File: config.mk
export PLATFORM = sky130hd
export DESIGN_NAME = systolic_feeder_flat
export DESIGN_NICKNAME = d
export VERILOG_FILES = /design/src/rtl/systolic_feeder_pkg.sv /design/src/rtl/systolic_feeder_if.sv /design/src/rtl/systolic_feeder_skew_line.sv /design/src/rtl/systolic_feeder.sv /design/src/flat_wrapper.sv
export SDC_FILE = /design/constraint.sdc
export NUM_CORES = 1
export LEC_CHECK = 0
export CORE_ASPECT_RATIO = 0.9
export CORE_UTILIZATION = 48
export DETAILED_ROUTE_END_ITERATION = 12
export PLACE_DENSITY_LB_ADDON = 0.3
export SETUP_SLACK_MARGIN = 0.4
export SLEW_MARGIN = 20
export SYNTH_ARGS = -nofsm -noshare
export SYNTH_HDL_FRONTEND = slang
export SYNTH_SLANG_ARGS = --single-unit
File: constraint.sdc
create_clock -name clk_i -period 4.77 [get_ports clk_i]
set_clock_uncertainty 0.05 [all_clocks]
set_input_delay 0.477 -clock clk_i [delete_from_list [all_inputs] [get_ports clk_i]]
set_output_delay 0.477 -clock clk_i [all_outputs]
set_load 0.05 [all_outputs]
File: src/rtl/systolic_feeder_pkg.sv
// Shared types for the systolic array edge feeder: element width, PE input mux
// select and the feeder's top-level state.
package systolic_feeder_pkg;

    localparam int unsigned NUM_BITS = 8;

    typedef enum logic [1:0] {
        PASSTHROUGH = 2'd0,
        LOAD        = 2'd1,
        PROCESS     = 2'd2
    } input_mux_t;

    typedef enum logic [1:0] {
        IDLE    = 2'd0,
        WLOAD   = 2'd1,
        COMPUTE = 2'd2,
        DRAIN   = 2'd3
    } feeder_state_t;

endpackage

File: src/rtl/systolic_feeder_if.sv
// Weight-row and activation-vector streams into the feeder. The producer uses
// the master modport, the feeder the slave modport.
interface systolic_feeder_if #(
    parameter int unsigned ROWS = 4,
    parameter int unsigned COLS = 4
);
    import systolic_feeder_pkg::*;

    logic                     w_valid;
    logic                     w_ready;
    logic [COLS*NUM_BITS-1:0] w_data;
    logic                     a_valid;
    logic                     a_ready;
    logic [ROWS*NUM_BITS-1:0] a_data;
    logic                     a_last;

    modport master (
        output w_valid, w_data, a_valid, a_data, a_last,
        input  w_ready, a_ready
    );

    modport slave (
        input  w_valid, w_data, a_valid, a_data, a_last,
        output w_ready, a_ready
    );

endinterface

File: src/rtl/systolic_feeder_skew_line.sv
// Fixed-depth delay line: d_i appears on q_o DEPTH cycles later; clears to zero.
module skew_line #(
    parameter int unsigned DEPTH = 1,
    parameter int unsigned WIDTH = 8
) (
    input  logic             clk_i,
    input  logic             rst_ni,
    input  logic [WIDTH-1:0] d_i,
    output logic [WIDTH-1:0] q_o
);

    logic [WIDTH-1:0] r_pipe [DEPTH];

    always_ff @(posedge clk_i or negedge rst_ni) begin
        if (!rst_ni) begin
            for (int i = 0; i < int'(DEPTH); i++) begin
                r_pipe[i] <= '0;
            end
        end else begin
            r_pipe[0] <= d_i;
            for (int i = 1; i < int'(DEPTH); i++) begin
                r_pipe[i] <= r_pipe[i-1];
            end
        end
    end

    assign q_o = r_pipe[DEPTH-1];

endmodule

File: src/rtl/systolic_feeder.sv
// Edge controller for a weight-stationary PE array: loads weights down the columns,
// then skews activations into the rows and drains. SYSTOLIC_FEEDER_OVALID_EN adds col_valid_o.
module systolic_feeder
    import systolic_feeder_pkg::*;
#(
    parameter int unsigned ROWS = 4,
    parameter int unsigned COLS = 4
) (
    input  logic                     clk_i,
    input  logic                     rst_ni,
    systolic_feeder_if.slave         bus_if,
    output logic [COLS*NUM_BITS-1:0] top_o,
    output logic [ROWS*NUM_BITS-1:0] left_o,
    output input_mux_t               mux_o,
    output logic [ROWS-1:0]          add_zero_o,
    output logic                     busy_o,
    output logic                     done_o
`ifdef SYSTOLIC_FEEDER_OVALID_EN
    ,
    output logic [COLS-1:0]          col_valid_o
`endif
);

    localparam int unsigned CNT_W = $clog2(ROWS + COLS + 1);
    localparam logic [CNT_W-1:0] LAST_BEAT  = CNT_W'(ROWS - 1);
    localparam logic [CNT_W-1:0] LAST_DRAIN = CNT_W'(ROWS + COLS - 1);

    feeder_state_t            r_state, w_state_d;
    logic [CNT_W-1:0]         r_cnt, w_cnt_d;
    logic                     r_loaded, w_loaded_d;
    logic [COLS*NUM_BITS-1:0] r_top, w_top_d;
    input_mux_t               r_mux, w_mux_d;
    logic [ROWS-1:0]          r_add_zero, w_add_zero_d;
    logic                     r_done, w_done_d;
    logic                     w_wbeat, w_avec;
    logic [ROWS*NUM_BITS-1:0] w_skew_in;

    // Weights win a simultaneous request in IDLE, so a_ready drops while w_valid is up.
    always_comb begin
        bus_if.w_ready = 1'b0;
        bus_if.a_ready = 1'b0;
        unique case (r_state)
            IDLE: begin
                bus_if.w_ready = 1'b1;
                bus_if.a_ready = r_loaded && !bus_if.w_valid;
            end
            WLOAD:   bus_if.w_ready = 1'b1;
            COMPUTE: bus_if.a_ready = 1'b1;
            DRAIN:   ;
        endcase
    end

    assign w_wbeat = bus_if.w_valid && bus_if.w_ready;
    assign w_avec  = bus_if.a_valid && bus_if.a_ready;

    always_comb begin
        w_state_d    = r_state;
        w_cnt_d      = r_cnt;
        w_loaded_d   = r_loaded;
        w_top_d      = r_top;
        w_mux_d      = r_mux;
        w_add_zero_d = r_add_zero;
        w_done_d     = 1'b0;
        unique case (r_state)
            IDLE: begin
                w_top_d      = '0;
                w_mux_d      = PASSTHROUGH;
                w_add_zero_d = '1;
                if (w_wbeat) begin
                    w_top_d    = bus_if.w_data;
                    w_loaded_d = (ROWS == 1);
                    w_cnt_d    = CNT_W'(1);
                    if (ROWS == 1) begin
                        w_mux_d = LOAD;
                    end else begin
                        w_state_d = WLOAD;
                    end
                end else if (w_avec) begin
                    w_mux_d      = PROCESS;
                    w_add_zero_d = ROWS'(1);
                    w_cnt_d      = '0;
                    w_state_d    = bus_if.a_last ? DRAIN : COMPUTE;
                end
            end
            WLOAD: begin
                // Without a beat, LOAD freezes the column shift; the final LOAD rewrites stationary.
                w_mux_d = LOAD;
                if (w_wbeat) begin
                    w_top_d = bus_if.w_data;
                    if (r_cnt == LAST_BEAT) begin
                        w_state_d  = IDLE;
                        w_loaded_d = 1'b1;
                        w_cnt_d    = '0;
                    end else begin
                        w_mux_d = PASSTHROUGH;
                        w_cnt_d = r_cnt + CNT_W'(1);
                    end
                end
            end
            COMPUTE: begin
                w_top_d      = '0;
                w_mux_d      = PROCESS;
                w_add_zero_d = ROWS'(1);
                if (w_avec && bus_if.a_last) begin
                    w_state_d = DRAIN;
                    w_cnt_d   = '0;
                end
            end
            DRAIN: begin
                w_top_d      = '0;
                w_mux_d      = PROCESS;
                w_add_zero_d = ROWS'(1);
                if (r_cnt == LAST_DRAIN) begin
                    w_done_d  = 1'b1;
                    w_state_d = IDLE;
                    w_cnt_d   = '0;
                end else begin
                    w_cnt_d = r_cnt + CNT_W'(1);
                end
            end
        endcase
    end

    always_ff @(posedge clk_i or negedge rst_ni) begin
        if (!rst_ni) begin
            r_state    <= IDLE;
            r_cnt      <= '0;
            r_loaded   <= 1'b0;
            r_top      <= '0;
            r_mux      <= PASSTHROUGH;
            r_add_zero <= '1;
            r_done     <= 1'b0;
        end else begin
            r_state    <= w_state_d;
            r_cnt      <= w_cnt_d;
            r_loaded   <= w_loaded_d;
            r_top      <= w_top_d;
            r_mux      <= w_mux_d;
            r_add_zero <= w_add_zero_d;
            r_done     <= w_done_d;
        end
    end

    assign top_o      = r_top;
    assign mux_o      = r_mux;
    assign add_zero_o = r_add_zero;
    assign busy_o     = (r_state != IDLE);
    assign done_o     = r_done;

    // Idle cycles feed zeros so partial sums pass through untouched.
    assign w_skew_in = w_avec ? bus_if.a_data : '0;

    for (genvar r = 0; r < ROWS; r++) begin : g_row
        skew_line #(
            .DEPTH(r + 1),
            .WIDTH(NUM_BITS)
        ) u_skew (
            .clk_i (clk_i),
            .rst_ni(rst_ni),
            .d_i   (w_skew_in[r*NUM_BITS +: NUM_BITS]),
            .q_o   (left_o[r*NUM_BITS +: NUM_BITS])
        );
    end

`ifdef SYSTOLIC_FEEDER_OVALID_EN
    for (genvar c = 0; c < COLS; c++) begin : g_col_vld
        skew_line #(
            .DEPTH(ROWS + c + 1),
            .WIDTH(1)
        ) u_vld (
            .clk_i (clk_i),
            .rst_ni(rst_ni),
            .d_i   (w_avec),
            .q_o   (col_valid_o[c])
        );
    end
`endif

endmodule

File: src/flat_wrapper.sv
// flat-port wrapper written by rule: the top's interface ports become plain ports
module systolic_feeder_flat import systolic_feeder_pkg::*;
#(
    parameter int unsigned ROWS = 4,
    parameter int unsigned COLS = 4
)
  (clk_i, rst_ni, top_o, left_o, mux_o, add_zero_o, busy_o, done_o, bus_if_w_valid, bus_if_w_data, bus_if_a_valid, bus_if_a_data, bus_if_a_last, bus_if_w_ready, bus_if_a_ready);
  systolic_feeder_if #(.ROWS(ROWS), .COLS(COLS)) bus_if_i ();
  input  logic clk_i;
  input  logic rst_ni;
  output logic [COLS*NUM_BITS-1:0] top_o;
  output logic [ROWS*NUM_BITS-1:0] left_o;
  output input_mux_t mux_o;
  output logic [ROWS-1:0] add_zero_o;
  output logic busy_o;
  output logic done_o;
  input wire logic [$bits(bus_if_i.w_valid)-1:0] bus_if_w_valid;
  input wire logic [$bits(bus_if_i.w_data)-1:0] bus_if_w_data;
  input wire logic [$bits(bus_if_i.a_valid)-1:0] bus_if_a_valid;
  input wire logic [$bits(bus_if_i.a_data)-1:0] bus_if_a_data;
  input wire logic [$bits(bus_if_i.a_last)-1:0] bus_if_a_last;
  output wire logic [$bits(bus_if_i.w_ready)-1:0] bus_if_w_ready;
  output wire logic [$bits(bus_if_i.a_ready)-1:0] bus_if_a_ready;
  assign bus_if_i.w_valid = bus_if_w_valid;
  assign bus_if_i.w_data = bus_if_w_data;
  assign bus_if_i.a_valid = bus_if_a_valid;
  assign bus_if_i.a_data = bus_if_a_data;
  assign bus_if_i.a_last = bus_if_a_last;
  assign bus_if_w_ready = bus_if_i.w_ready;
  assign bus_if_a_ready = bus_if_i.a_ready;
  systolic_feeder #(.ROWS(ROWS), .COLS(COLS)) u_core (.clk_i(clk_i), .rst_ni(rst_ni), .bus_if(bus_if_i), .top_o(top_o), .left_o(left_o), .mux_o(mux_o), .add_zero_o(add_zero_o), .busy_o(busy_o), .done_o(done_o));
endmodule
==> flow_metrics.env, run 1 <==
export IMPL_status="finished, final reports clean"
export IMPL_grt_pass1_vias=2532
export IMPL_dp_cells=477
export IMPL_final_common_cell="clkdlybuf4s50_1"
export IMPL_synth_seq_cells=123
export IMPL_critPathCaptureType="primary output"
export IMPL_wirelength_mm=8.047
export IMPL_num_vias=2497
export IMPL_yosys_area_top_type="dfrtp_1"
export IMPL_gp_congestion=0.7446
export IMPL_worst_pin_slew_ns=0.7545
export IMPL_cp_slowest_stage_delay_ns=0.82
export IMPL_cp_required_ns=4.24
export IMPL_grt_ovfl_total=0
export IMPL_nets=468
export IMPL_synth_area_leaders="dfrtp_1 (75%), a22o_1 (7.3%), buf_4 (4.9%)"
export IMPL_mappedNetlistNets=344
export IMPL_fin_crit_ns=2.789
export IMPL_hp_class="flip-flop to flip-flop"
export IMPL_dr_pass1_iters=4
export IMPL_post_route_drc_count=0
export IMPL_cts_max_level=4
export IMPL_instances_no_fill=509
export IMPL_die_area_um2=8906
export IMPL_clkSinkCount=123
export IMPL_cp_arrival_ns=2.26
export IMPL_tritoncts="yes"
export IMPL_finalHoldViolations=0
export IMPL_grt_pass1_wl_mm=12.49
export IMPL_io_buffers=141
export IMPL_initial_utilization=0.5028
export IMPL_antenna_cells=0
export IMPL_period_share=0.5846
export IMPL_vias_per_cell=4.906
export IMPL_routedWlPerCell_um=15.81
export IMPL_die_height_um=89.63
export IMPL_p_per_area_nw_per_um2=479.1
export IMPL_clk_path_buf_depth=2
export IMPL_cp_start_kind="flip-flop"
export IMPL_row_count=31
export IMPL_dpl_cell_area_um2=5406
export IMPL_grt_setup_unrepaired="false"
export IMPL_drt_iter0_drc=47
export IMPL_layout_drive_gt1_share=0.09268
export IMPL_fin_area_um2=6032
export IMPL_setup_viol=0
export IMPL_die_w_um=99.37
export IMPL_timing_fmax_mhz=358.6
export IMPL_slew_headroom=0.4970
export IMPL_critical_path_class="flip-flop to primary output"
export IMPL_ir_drop_mv=0.3153
export IMPL_avgSynthCellArea_um2=14.95
export IMPL_core_area_um2=8145
export IMPL_power_leakage_uw=0.002844
export IMPL_clk_pin_slew_worst_paths_ns=0.06
export IMPL_final_util=0.7406
export IMPL_dp_hpwl_mm=5.241
export IMPL_clk_latency_ns=0.50
export IMPL_crit_path_cell_trace="inv_1 > nand2_1 > clkdlybuf4s50_1"
export IMPL_synthCells=274
export IMPL_slowest_stage="clkdlybuf4s50_1"
export IMPL_synth_distinct_cells=31
export IMPL_final_cell_mix="clkdlybuf4s50_1 (140), dfrtp_1 (122), a22o_1 (34), and2_1 (32), clkbuf_16 (16)"
export IMPL_antenna_found_initial=0
export IMPL_io_pins=143
export IMPL_synth_top_cell_area_share=0.7455
export IMPL_synth_area_um2=4095
export IMPL_drv_cap=0
export IMPL_cts_root_buf="clkbuf_8"
export IMPL_setup_tns_final_ns=0
export IMPL_grt_total_usage=0.1946
export IMPL_yosysWarnings=0
export IMPL_syn_to_final_growth_pct=47.30
export IMPL_synth_yosys_seq_area_share=0.7519
export IMPL_cts_setup_buffers=0
export IMPL_cts_inserted_buffers=17
export IMPL_slew_violations=0
export IMPL_r2r_setup_slack_ns=2.83
export IMPL_crit_path_max_fanout=12
export IMPL_ant_nets=0
export IMPL_grt_max_degree=82
-- worst paths after layout --
path | startpoint | end | depth (start not counted)
worst max-delay path | u_core.r_state[0] | busy_o | 3
worst min-delay path | u_core.g_row[2].u_skew.r_pipe[22] | u_core.g_row[2].u_skew.r_pipe[14] | 0
worst max register to register | u_core.r_state[0] | u_core.add_zero_o[2] | 4
worst min register to register | u_core.g_row[2].u_skew.r_pipe[22] | u_core.g_row[2].u_skew.r_pipe[14] | 0
max in group asynchronous | rst_ni | u_core.g_row[2].u_skew.r_pipe[21] | 3
min in group asynchronous | rst_ni | u_core.g_row[1].u_skew.r_pipe[10] | 2
-- report_power, final --
group          total, uW  internal (uW)  switching, uW
sequential          1150           1100           45.1
combinational        436            178            258
clock               1310            851            458
total               2890           2130            761
-- cells by family (layout without fill, tap and decap cells) --
| logic type | after synthesis | count (layout) | share of synthesized area |
|---|---|---|---|
| other | 1 | 1 | 0.0009157 |
| AOI/OAI and AO/OA | 48 | 48 | 0.09441 |
| DFF | 123 | 123 | 0.7519 |
| and+or+nand+nor | 56 | 56 | 0.07913 |
| buffers and inverters | 43 | 179 | 0.06630 |
| xor gates and xnor gates | 2 | 2 | 0.004278 |
| adders and majority gates | 1 | 1 | 0.003055 |
-- cells in the mapped netlist --
cell / count
dfrtp_1: 122
a22o_1: 34
and2_1: 32
buf_4: 27
buf_2: 7
clkbuf_1: 6
nor2_1: 6
a21oi_1: 5
nand2_1: 4
nand3_1: 4
inv_1: 3
nor2b_1: 2
nor3_1: 2
o211ai_1: 2
o21ai_0: 2
a211o_1: 1
a2bb2oi_1: 1
a31oi_1: 1
and3_1: 1
conb_1: 1
dfstp_2: 1
ha_1: 1
nand2b_1: 1
nand3b_1: 1
nor3_2: 1
o211a_1: 1
o21ai_1: 1
or2_2: 1
or4_1: 1
xnor2_1: 1
xor2_1: 1
-- worst max-delay path: cells and delay by family, from the launching register on --
kind | cells | cell delay [ns]
flops | 1 | 0.57
buf+inv | 2 | 1.07
simple gates | 1 | 0.12
-- per-stage QoR --
step                setup slack [ns]  hold WS (ns)  power, uW
floorplan                      2.908        0.1314       1412
global placement               2.045        0.2813       1585
detailed placement             2.022        0.2847       1599
CTS                            1.969        0.1014       2921
global route                   1.877        0.2957       3004
finish                         1.981        0.2916       2890
-- per-layer routing --
layer | vias to the layer above | track usage | wire length [um]
met1 | 1266 | 0.2207 | 3184
met5 | - | 0 | 0
met2 | 75 | 0.3333 | 4375
li1 | 1145 | - | -
met3 | 11 | 0.07972 | 401
met4 | 0 | 0.08021 | 85
-- final cells by class --
cell class,count,area (um^2)
Sequential cell,123,3079
Fill cell,519,2113
Timing Repair Buffer,145,1453
Multi-Input combinational cell,108,753.2
Clock buffer,18,417.9
Clock inverter,13,193.9
Tap cell,99,123.9
Inverter,3,11.26
-- flip-flops by register name, summed over array words and instances (netlist names) --
register,cells
u_core.g_row.u_skew.r_pipe,48
u_core.g_row.u_skew.q_o,32
u_core.top_o,32
u_core.r_cnt,4
u_core.mux_o,2
u_core.r_state,2
u_core.add_zero_o,1
u_core.done_o,1
u_core.r_loaded,1
-- timing repair --
item | in CTS | in global routing
resized for setup | 0 | 0
endpoints found under the hold margin | 0 | 1
endpoints found under the setup margin | 0 | 0
hold buffers | 0 | 1
(Power assumes the default switching activity.)
==> inputs of run 2 (changes only) <==
--- a/config.mk
+++ b/config.mk
@@ -6,7 +6,7 @@
 export NUM_CORES = 1
 export LEC_CHECK = 0
 export CORE_ASPECT_RATIO = 0.9
-export CORE_UTILIZATION = 48
+export CORE_UTILIZATION = 44
 export DETAILED_ROUTE_END_ITERATION = 12
 export PLACE_DENSITY_LB_ADDON = 0.3
 export SETUP_SLACK_MARGIN = 0.4
==> constraint.sdc (replaced) <==
create_clock -name clk_i -period 2.9 [get_ports clk_i]
set_clock_uncertainty 0.05 [all_clocks]
set_input_delay 0.29 -clock clk_i [delete_from_list [all_inputs] [get_ports clk_i]]
set_output_delay 0.29 -clock clk_i [all_outputs]
set_load 0.05 [all_outputs]
==> flow_metrics.env, run 2 (synthesis gave the netlist of run 1 again) <==
export IMPL_cp_slowest_stage_delay_ns=0.84
export IMPL_nets=470
export IMPL_setup_tns_final_ns=0
export IMPL_crit_path_max_fanout=12
export IMPL_sequentialPowerShare=0.409
export IMPL_ant_nets=0
export IMPL_final_common_cell="clkdlybuf4s50_1"
export IMPL_finalHoldViolations=0
export IMPL_dp_slack_ns=0.4990
export IMPL_crit_path_cell_trace="inv_1 > clkdlybuf4s50_1"
export IMPL_cp_arrival_ns=2.05
export IMPL_ir_drop_mv=0.4426
export IMPL_slowest_stage="clkdlybuf4s50_1"
export IMPL_worst_pin_slew_ns=0.5643
export IMPL_fin_ws_ns=0.5085
export IMPL_wirelength_mm=7.732
export IMPL_grt_max_degree=62
export IMPL_cts_inserted_buffers=17
export IMPL_clk_latency_ns=0.49
export IMPL_clk_path_buf_depth=2
export IMPL_grt_pass1_wl_mm=12.75
export IMPL_timing_fmax_mhz=418.2
export IMPL_tritoncts="yes"
export IMPL_critPathCaptureType="primary output"
export IMPL_antenna_found_initial=0
export IMPL_period_share=0.8246
export IMPL_row_count=33
export IMPL_swShare=0.2735
export IMPL_p_per_area_nw_per_um2=761.8
export IMPL_layout_drive_gt1_share=0.09927
export IMPL_p_total_uw=4601
export IMPL_dp_hpwl_mm=5.241
export IMPL_slew_violations=0
export IMPL_pwr_share_clk=0.436
export IMPL_p_int_uw=3343
export IMPL_slew_headroom=0.6238
export IMPL_cts_root_buf="clkbuf_8"
export IMPL_syn_to_final_growth_pct=47.48
export IMPL_critical_path_class="flip-flop to primary output"
export IMPL_setup_viol=0
export IMPL_die_w_um=103.7
export IMPL_initial_utilization=0.4508
export IMPL_grt_setup_unrepaired="false"
export IMPL_fin_crit_ns=2.391
export IMPL_netSwitchingPower_uw=1258
export IMPL_grt_total_usage=0.1744
export IMPL_drv_cap=0
export IMPL_power_leakage_uw=0.002839
export IMPL_die_area_um2=9698
export IMPL_io_buffers=141
export IMPL_gp_congestion=0.8834
export IMPL_final_cell_mix="clkdlybuf4s50_1 (138), dfrtp_1 (122), a22o_1 (34), and2_1 (32), clkbuf_16 (16)"
export IMPL_cts_setup_buffers=0
export IMPL_clk_pin_slew_worst_paths_ns=0.06
export IMPL_cp_start_kind="flip-flop"
export IMPL_core_area_um2=9084
export IMPL_antenna_cells=0
export IMPL_dr_pass1_iters=6
export IMPL_largest_register_ffs=48
export IMPL_drt_iter0_drc=79
export IMPL_regMostFlops="u_core.g_row.u_skew.r_pipe"
export IMPL_grt_pass1_vias=2489
export IMPL_hp_class="input pin to async pin"
export IMPL_cpLargestDelayFamily="buffers and inverters"
export IMPL_combPwrFrac=0.155
export IMPL_vias_per_cell=4.673
export IMPL_status="finished, final reports clean"
export IMPL_num_vias=2500
export IMPL_post_route_drc_count=0
export IMPL_grt_ovfl_total=0
export IMPL_routedWlPerCell_um=14.45
export IMPL_io_pins=143
export IMPL_cp_required_ns=2.56
export IMPL_cp_num_buf_inv=2
export IMPL_die_height_um=93.53
export IMPL_cts_max_level=4
export IMPL_clkSinkCount=123
[run 2: cell types whose count changed in the layout (fill, tap and decap cells not counted), sizes merged, moves of 2 or more]
cell	previous run	this run
clkdlybuf4s50	140	138
buf	4	6
clkinv	4	2
bufinv	4	2
dlygate4sd2	0	2
inv	5	9
[run 2: per-stage QoR]
| step | std cells | cell area [um^2] | hold slack, ns | utilization |
|---|---|---|---|---|
| final | 535 | 6040 | 0.2091 | 0.6649 |
| after global routing | 535 | 6040 | 0.2463 | 0.6649 |
| after CTS | 535 | 6040 | 0.1923 | 0.6649 |
| after detailed placement | 502 | 5455 | 0.1835 | 0.6006 |
| after global placement | 502 | 5455 | 0.1800 | 0.6006 |
| after floorplan | 274 | 4095 | -0.05559 | - |
[run 2: path summary, 6_finish.rpt]
kind	slack, ns	start	end	cells after the start
setup / recovery	0.51	u_core.r_state[1]	bus_if_w_ready	2
hold / removal	0.21	rst_ni	u_core.g_row[1].u_skew.q_o[1]	2
min in group clk_i	0.29	u_core.g_row[3].u_skew.r_pipe[19]	u_core.g_row[3].u_skew.r_pipe[11]	0
max in group asynchronous	1.78	rst_ni	u_core.add_zero_o[2]	3
setup reg to reg	1.02	u_core.r_state[0]	u_core.g_row[2].u_skew.r_pipe[17]	4
hold reg to reg	0.29	u_core.g_row[3].u_skew.r_pipe[19]	u_core.g_row[3].u_skew.r_pipe[11]	0
[run 2: power by group through the flow]
stage / logic (uW) / clock network, uW / registers, uW
6_report: 713 / 2000 / 1880
5_1_grt: 758 / 2130 / 1900
4_1_cts: 720 / 2050 / 1880
3_5_place_dp: 716 / 0 / 1910
3_3_place_gp: 707 / 0 / 1910
2_1_floorplan: 213 / 0 / 2110
[run 2: area by class of cell]
class / instances / area (um^2)
Timing Repair Buffer: 147 / 1466
Multi-Input combinational cell: 108 / 753.2
Inverter: 3 / 11.26
Tap cell: 122 / 152.6
Fill cell: 670 / 3044
Clock buffer: 18 / 417.9
Sequential cell: 123 / 3079
Clock inverter: 14 / 158.9
[run 2: metal layers]
layer | global-route usage | part of all wire
met3 | 0.03902 | 0.039
met2 | 0.2768 | 0.50
met5 | 0 | 0
met4 | 0.08333 | 0.019
met1 | 0.2308 | 0.44
[run 2: repair_timing]
item                                    in CTS  in global routing
hold buffers                                 1                  0
endpoints found under the hold margin       26                  0
endpoints found under the setup margin       2                  0
resized for setup                            2                  0
==> edit: new RTL, flow settings as in run 2 <==
Make the reset (`rst_ni`) synchronous in 2 clocked blocks.
--- a/src/rtl/systolic_feeder_skew_line.sv
+++ b/src/rtl/systolic_feeder_skew_line.sv
@@ -11,7 +11,7 @@
 
     logic [WIDTH-1:0] r_pipe [DEPTH];
 
-    always_ff @(posedge clk_i or negedge rst_ni) begin
+    always_ff @(posedge clk_i) begin
         if (!rst_ni) begin
             for (int i = 0; i < int'(DEPTH); i++) begin
                 r_pipe[i] <= '0;
--- a/src/rtl/systolic_feeder.sv
+++ b/src/rtl/systolic_feeder.sv
@@ -121,7 +121,7 @@
         endcase
     end
 
-    always_ff @(posedge clk_i or negedge rst_ni) begin
+    always_ff @(posedge clk_i) begin
         if (!rst_ni) begin
             r_state    <= IDLE;
             r_cnt      <= '0;
Function: differs if rst_ni is asserted again (counterexample within 4 cycles, from zero or initial values and one cycle with rst_ni low); with rst_ni held inactive, the same outputs for 10 cycles.
==> edit against run 2 <==
- design area is 3.5% lower
- worst setup slack better by 86 ps
- count of clock-buffer cells in the layout stayed put
- global-route usage is 0.27 points lower
- critical path type unchanged
- synthesized cell count is 35% higher
- sequential cell count stayed put
- critical path depth stayed put
- area after synthesis is 2.5% lower
- wire length is 2.4% higher
Power is not compared: it rests on default switching activity, and its combinational part moved more than twofold at a synthesized area within 25%.
==> edit: results (changes against run 2) <==
The count of non-CTS buffers in the layout came out at 144 (-2.0%). The logs give 369 (+35%) for the number of standard cells after synthesis and 4 (-2) for the number of detailed-routing iterations run before antenna repair. The via count of the first global-routing pass was 2632 (+5.7%); the overall power was 0.00392 W.

The worst slew margin relative to its limit is 0.578 (-0.0460). For the global-route wire length before repair, the log shows 12.3 mm (-3.3%). Internal power comes to 0.00299 W.

The run gives 0.617 (-0.135) as the share of the yosys chip area belonging to registers. The path with the worst hold slack has its endpoint at u_core.add_zero_o[2]. For the synthesis warning total, the log shows 0 (unchanged).

The tools report the worst slack at placement as 328 ps (-171 ps). The run gives 3.45 mm (+2.3%) as the length of routed wiring on met1. The tools report the met2 demand-to-capacity share in global routing as 0.284 (+0.00727). The flow ran to the end, and the final reports show no timing, DRC or antenna violations. The proportion of cell area spent on the clock network is 0.0929 (-0.00259), and the final hold slack is 95.0 ps (-114 ps). The total length of routed wires is 7.92 mm (+2.4%), and the met3 wire length is 445 um (+46%). The clock reaches the later pin of the worst-skew pair after 480 ps. The count of inverters other than clock inverters in the layout is 2 (-1), and the number of multi-input combinational cells in the layout is 200 (+85%). The synthesized-area fraction occupied by ao, oa, aoi and oai cells was 0.101 (+0.00622); the routability congestion estimate was 0.742 (-16%). The fraction of layout cells with a size suffix above 1 was 0.0918 (-0.00746); the mux share of post-synthesis cell area was 0 (unchanged). The cell area after placement came out at 0.00528 mm2 (-3.2%).

The adder-cell area share of the yosys netlist is 0.00313 (+0.0000795). Number of DRC markers after the initial detailed-route iteration: 102 (+29%). The tools report the combined flip-flop and latch cell area as 0.00246 mm2 (-20%). The layout net count was 558 (+19%); the placed cell count was 588 (+17%).

The fraction of met1 tracks used by global routing is 0.197 (-0.0333). The count of non-filler cells in the finished layout is 620 (+16%), and the worst-path maximum fanout is 18 (+6). The delay of the slowest critical-path stage is 790 ps (-50 ps), and the wire length on met2 is 3.90 mm (-0.18%). The distinct cell type count after synthesis was 38 (+23%); the area share of buffers outside the clock network was 0.245 (+0.00269). In this run the critical register-to-register path is captured at u_core.top_o[26]. The number of flip-flops under the largest register name was 80 (+67%); the signal arrival time at the worst endpoint was 1970 ps (-80 ps).

The number of buffers created by CTS is 17 (unchanged). Overall track demand over capacity in global routing: 0.172 (-0.00271). Worst-case register-to-register setup slack: 1190 ps (+170 ps). The commonest cells after synthesis are sky130_fd_sc_hd__dfxtp_1, sky130_fd_sc_hd__and2_1, sky130_fd_sc_hd__nor2_1, sky130_fd_sc_hd__a22oi_1, sky130_fd_sc_hd__buf_4.

The met3 layer usage reported by global route came out at 0.0589 (+0.0198). The most used flip-flop cell after synthesis is sky130_fd_sc_hd__dfxtp_1. The type of the tightest min-delay check was in -> reg. The run gives 2821 (+13%) as the overall via count from detail_route.

The tools report the tap cell instance count as 119 (-2.5%). The worst path setup slack after routing was 595 ps (+86.2 ps). The HPWL reported at the end of detailed placement was 5.31 mm (+1.3%). In this run the worst setup path begins at u_core.r_state[0]. The detailed router used layers up to and including met4. The number of filler instances in the final layout is 708 (+5.7%). The xor/xnor share of the synthesized area was 0.00219 (-0.00208).
## edit: cell types whose count changed after synthesis, moves of 2 or more
cell | before | now
sky130_fd_sc_hd__buf_6 | 0 | 6
sky130_fd_sc_hd__nand2b_1 | 1 | 3
sky130_fd_sc_hd__clkbuf_1 | 6 | 12
sky130_fd_sc_hd__a22oi_1 | 0 | 33
sky130_fd_sc_hd__nand2_1 | 4 | 8
sky130_fd_sc_hd__nand3_1 | 4 | 1
sky130_fd_sc_hd__nor3_1 | 2 | 5
sky130_fd_sc_hd__dfxtp_1 | 0 | 123
sky130_fd_sc_hd__buf_4 | 27 | 19
sky130_fd_sc_hd__nor2_1 | 6 | 38
sky130_fd_sc_hd__and2_1 | 32 | 81
sky130_fd_sc_hd__a22o_1 | 34 | 0
sky130_fd_sc_hd__inv_1 | 3 | 1
sky130_fd_sc_hd__dfrtp_1 | 122 | 0
